$ cat src/rtl/serial_strobe_tx.sv
// -----------------------------------------------------------------------------
// serial_strobe_tx
//
// Bit-serial transmitter feeding an enable-gated capture flop. A parallel word
// is accepted over a valid/ready handshake. Each bit is then held on d for DIV
// clocks. A single-cycle enable strobe is placed mid-bit, so the receiving
// flop samples a settled value. frame brackets the bits of a word. done
// pulses for one cycle once the last bit period has ended.
//
// Ports:
//   clock      in   rising-edge clock
//   reset      in   synchronous, active-high reset
//   data_in    in   [WIDTH] parallel word to send
//   valid_in   in   data_in valid
//   ready_out  out  block can accept a word this cycle
//   d          out  serial data bit
//   enable     out  one-cycle sample strobe for the receiver, mid-bit
//   frame      out  high while bits of a word are on d
//   done       out  one-cycle pulse after the last bit period ends
//
// All outputs come straight from flops. The next-state logic also computes
// the value each output will have in the coming cycle. That value is then
// registered alongside the state.
// -----------------------------------------------------------------------------
module serial_strobe_tx #(
  parameter int WIDTH     = 8,
  parameter int DIV       = 4,
  parameter bit MSB_FIRST = 1'b1
) (
  input  logic             clock,
  input  logic             reset,
  input  logic [WIDTH-1:0] data_in,
  input  logic             valid_in,
  output logic             ready_out,
  output logic             d,
  output logic             enable,
  output logic             frame,
  output logic             done
);

  localparam int DW = $clog2(DIV);
  localparam int BW = (WIDTH > 1) ? $clog2(WIDTH) : 1;

  localparam logic [DW-1:0] DIV_LAST = DW'(DIV - 1);
  localparam logic [DW-1:0] DIV_HALF = DW'(DIV / 2);
  localparam logic [BW-1:0] BIT_LAST = BW'(WIDTH - 1);

  typedef enum logic [1:0] {
    IDLE  = 2'd0,
    SHIFT = 2'd1,
    DONE  = 2'd2
  } state_t;

  state_t           state_reg,  state_next;
  logic [DW-1:0]    div_reg,    div_next;
  logic [BW-1:0]    bit_reg,    bit_next;
  logic [WIDTH-1:0] shift_reg,  shift_next;

  logic             ready_reg,  ready_next;
  logic             d_reg,      d_next;
  logic             enable_reg, enable_next;
  logic             frame_reg,  frame_next;
  logic             done_reg,   done_next;

  logic             accept;
  logic [WIDTH-1:0] load_word;

  // Put the first bit to transmit in the MSB of the shift register. The
  // shifter then always moves left, whichever bit order is chosen.
  generate
    for (genvar gi = 0; gi < WIDTH; gi++) begin : g_order
      if (MSB_FIRST) begin : g_msb
        assign load_word[gi] = data_in[gi];
      end else begin : g_lsb
        assign load_word[gi] = data_in[WIDTH-1-gi];
      end
    end
  endgenerate

  // The handshake uses the registered ready. Valid is therefore ignored in
  // every cycle where ready_out reads low. This includes the first cycle
  // after reset.
  assign accept = valid_in & ready_reg;

  // ---------------------------------------------------------------------------
  // State and output registers
  // ---------------------------------------------------------------------------
  always_ff @(posedge clock) begin
    if (reset) begin
      state_reg  <= IDLE;
      div_reg    <= '0;
      bit_reg    <= '0;
      shift_reg  <= '0;
      ready_reg  <= 1'b0;
      d_reg      <= 1'b0;
      enable_reg <= 1'b0;
      frame_reg  <= 1'b0;
      done_reg   <= 1'b0;
    end else begin
      state_reg  <= state_next;
      div_reg    <= div_next;
      bit_reg    <= bit_next;
      shift_reg  <= shift_next;
      ready_reg  <= ready_next;
      d_reg      <= d_next;
      enable_reg <= enable_next;
      frame_reg  <= frame_next;
      done_reg   <= done_next;
    end
  end

  // ---------------------------------------------------------------------------
  // Next-state logic
  // ---------------------------------------------------------------------------
  always_comb begin
    state_next = state_reg;
    div_next   = div_reg;
    bit_next   = bit_reg;
    shift_next = shift_reg;

    case (state_reg)
      IDLE: begin
        if (accept) begin
          shift_next = load_word;
          div_next   = '0;
          bit_next   = '0;
          state_next = SHIFT;
        end
      end

      SHIFT: begin
        if (div_reg == DIV_LAST) begin
          div_next = '0;
          if (bit_reg == BIT_LAST) begin
            state_next = DONE;
          end else begin
            bit_next   = bit_reg + 1'b1;
            shift_next = shift_reg << 1;
          end
        end else begin
          div_next = div_reg + 1'b1;
        end
      end

      DONE: begin
        // ready is high here, so a waiting word starts with no idle gap.
        if (accept) begin
          shift_next = load_word;
          div_next   = '0;
          bit_next   = '0;
          state_next = SHIFT;
        end else begin
          state_next = IDLE;
        end
      end

      default: begin
        state_next = IDLE;
      end
    endcase
  end

  // ---------------------------------------------------------------------------
  // Output values for the coming cycle. These are derived from the next
  // state, so the registered outputs line up with the state they describe.
  // ---------------------------------------------------------------------------
  always_comb begin
    frame_next  = (state_next == SHIFT);
    enable_next = frame_next && (div_next == DIV_HALF);
    d_next      = frame_next & shift_next[WIDTH-1];
    done_next   = (state_next == DONE);
    ready_next  = (state_next != SHIFT);
  end

  assign ready_out = ready_reg;
  assign d         = d_reg;
  assign enable    = enable_reg;
  assign frame     = frame_reg;
  assign done      = done_reg;

endmodule

$ cat config.mk
export PLATFORM = sky130hd
export DESIGN_NAME = serial_strobe_tx
export DESIGN_NICKNAME = d
export VERILOG_FILES = /design/src/rtl/serial_strobe_tx.sv
export SDC_FILE = /design/constraint.sdc
export NUM_CORES = 1
export LEC_CHECK = 0
export BUFFER_PORTS_ARGS = -buffer_cell sky130_fd_sc_hd__buf_4
export CAP_MARGIN = 0
export CORE_MARGIN = 2
export CORE_UTILIZATION = 52
export CTS_CLUSTER_SIZE = 16
export DETAILED_ROUTE_END_ITERATION = 6
export PLACE_DENSITY = 0.77
export SLEW_MARGIN = 10
export SYNTH_ARGS = -nofsm -noshare
export SYNTH_HDL_FRONTEND = slang
export SYNTH_SLANG_ARGS = --single-unit
$ cat constraint.sdc
create_clock -name clock -period 2.05 [get_ports clock]
set_clock_uncertainty 0.2 [all_clocks]
set_input_delay 0.3075 -clock clock [delete_from_list [all_inputs] [get_ports clock]]
set_output_delay 0.3075 -clock clock [all_outputs]
set_load 0.02 [all_outputs]
==> results.cfg <==
[run_status]
outcome = finished clean

[clock_tree]
clkTransAtPathRegs_ns = 0.11
cts.htree.levels = 1
clockRootBuffer = clkbuf_4
cts.hold.buffers_added = 0
clock_tree.buffer_depth = 2
cts_tree = built
clk-insertion-delay-late_ns = 0.30
post_cts_buffers = 0
cts_num_sinks = 20
cts.repair.resized = 0
numCtsBuffers = 3

[die]
ios = 16
die_y_um = 45.2
core_region_um2 = 1540
die_area_um2 = 2040
die-width_um = 45.2
start_util = 0.571
num_rows = 14

[critical_path]
worst-endpoint-arrival_ns = 1.80
setup_cp_type = reg2reg
crit_path_max_fanout = 10
cp-start-kind = register
crit-reg2reg-capture = d$_SDFF_PP0_
cp_data_required_time_ns = 2.08
crit-reg2reg-launch = bit_reg[0]$_SDFFE_PP0P_
worst_setup_path_end_kind = register
ff2ff_path_depth = 5
worst_case_register_to_register_setup_slack_ns = 0.28

[power_and_ir_drop]
leakage_nw = 0.422
combinationalPowerShare = 0.114
power.clock.fraction = 0.316
power.ir.vdd_worst_mv = 0.503
netSwitchingPower_mw = 0.180
internal-power_mw = 0.553
seq_power_share = 0.570
p_sw_frac = 0.245
fin_total_pwr_mw = 0.732
powerDensity_nw_per_um2 = 727

[drt]
finalWirelength_um = 1700
wire_per_inst_um = 14.3
number_of_drc_violations_after_detailed_routing = 0
antenna_violating_nets_post_route = 0
number_of_drc_markers_after_the_initial_detailed_route_iteration = 19
viasPerCell = 6.07
vias = 722
first_pass_iters = 4

[placement]
post-place-ws_ns = 0.305
io_buffer_count = 15
dp_hpwl_um = 1120
gp_routability_congestion = 0.722

[timing]
worst-slew-pin-transition_ns = 0.487
finalHoldViolCount = 0
fin_worst_hold_slack_ns = 0.0419
setup_viol_count_final = 0
timing.final.crit_share = 0.863
fin_crit_ns = 1.77
max_freq_mhz = 565
slew_headroom = 0.674
fin_tns_setup_ns = 0
finalMaxSlewViolations = 0
finalWorstSetupSlack_ns = 0.280
grt_setup_unrepaired = false

[global_route]
grt_first_pass_wirelength_um = 2930
grtUsageTotal = 0.198
grt_max_degree = 21
antenna_found_initial = 0
overflow = 0
grt_pass1_vias = 702

[cells_and_area]
multi_input_comb_area_um2 = 430
final_util = 0.653
sequential_cell_area_um2 = 400
layout.filler_cells = 142
synthToLayoutAreaGrowth_pct = 14.3
antennaDiodeCount = 0
flip_flop_count_of_the_largest_register_all_copies_and_words_added = 8
drive_above_1_share = 0.243
fin_nets = 118

[yosys]
synthesis.nets = 104
mappedNetlistArea_um2 = 881
synth.lib_cells_used.distinct = 27
synth_flop_cell = dfxtp_1
synth-async-reset-ratio = 0
postSynthCellCount = 90
number_of_storage_elements_in_the_synthesis_netlist = 20
ys.warnings.count = 0
syn_area_per_cell_um2 = 9.79
synth-seq-area-share = 0.455
number_of_flops_mapped_to_enable_cells_by_yosys = 0

[flow_run]
timing.max_cap.violations = 0

[hold_path]
hold_end = shift_reg[0]$_SDFFE_PP0P_
hold_path.class = in2reg
startpoint_of_the_most_critical_hold_path = data_in[0]
hold-path-cell-count = 3
==> how the worst max path moves through the flow <==
stage,to,slack [ns],startpoint,depth (start not counted)
after global placement,d$_SDFF_PP0_,0.37,bit_reg[0]$_SDFFE_PP0P_,5
final,d$_SDFF_PP0_,0.28,bit_reg[0]$_SDFFE_PP0P_,5
after floorplan,d$_SDFF_PP0_,0.45,bit_reg[0]$_SDFFE_PP0P_,6
after CTS,d$_SDFF_PP0_,0.27,bit_reg[0]$_SDFFE_PP0P_,5
after detailed placement,d$_SDFF_PP0_,0.31,bit_reg[0]$_SDFFE_PP0P_,5
after global routing,bit_reg[1]$_SDFFE_PP0P_,0.19,bit_reg[0]$_SDFFE_PP0P_,5
==> layout by cell type, fill, tap and decap left out, types with 2 or more instances in the layout <==
cell type  netlist  layout
nand2_1          4       4
o21ai_0          2       2
a21oi_1         13      13
dfxtp_1         20      20
and2b_1          2       2
nand3b_1         3       3
nor3b_1          2       2
ha_1             3       3
a22oi_1          6       6
buf_4            2      16
nand3_1         13      13
clkbuf_4         0       3
nor2b_1          2       2
nor2_1           2       2
==> per-layer routing <==
layer  wire [um]  track usage  vias to the layer above
met3          65       0.0240                        5
met1         763        0.245                      345
li1            -            -                      355
met5           0            0                        -
met4          34       0.0882                        0
met2         837        0.340                       17
==> cell usage after synthesis, types with 3 or more instances <==
library cell / count / area share
nand2_1: 4 / 0.017
nand3_1: 13 / 0.074
a21oi_1: 13 / 0.074
ha_1: 3 / 0.043
a22oi_1: 6 / 0.051
nand3b_1: 3 / 0.026
dfxtp_1: 20 / 0.45
==> metrics by stage <==
step	std cells	instance area (um^2)
6_report	119	1010
5_1_grt	119	1010
4_1_cts	119	1010
3_5_place_dp	115	971
3_3_place_gp	115	971
2_1_floorplan	90	881
==> power groups by stage <==
stage | clock network, mW | logic (mW) | registers, mW
final | 0.231 | 0.0836 | 0.418
after global routing | 0.250 | 0.0923 | 0.420
after CTS | 0.233 | 0.0842 | 0.417
after detailed placement | 0 | 0.0838 | 0.426
after global placement | 0 | 0.0819 | 0.425
after floorplan | 0 | 0.0575 | 0.426
==> cells by family (layout without fill, tap and decap cells) <==
logic type               Yosys count  after routing  share of synthesized area
buffers and inverters              7             20                     0.0568
flip-flops                        20             20                      0.455
AND/OR/NAND/NOR                   34             34                      0.230
AO/OA/AOI/OAI                     25             25                      0.203
multiplexers                       1              1                     0.0128
adder cells (fa/ha/maj)            3              3                     0.0426
==> worst max-delay path, stage by stage, from the launching register on <==
cell,delay (ns)
dfxtp_1,0.35
ha_1,0.20
ha_1,0.21
and4bb_2,0.47
a22oi_4,0.08
a211oi_2,0.20
==> cell type report <==
class                      count  area share
timing repair buffer          16       0.119
tap                           16      0.0199
multi-input combinational     63       0.427
clock buffer                   4      0.0360
sequential                    20       0.398
No activity file was read; power rests on OpenSTA's default activity.
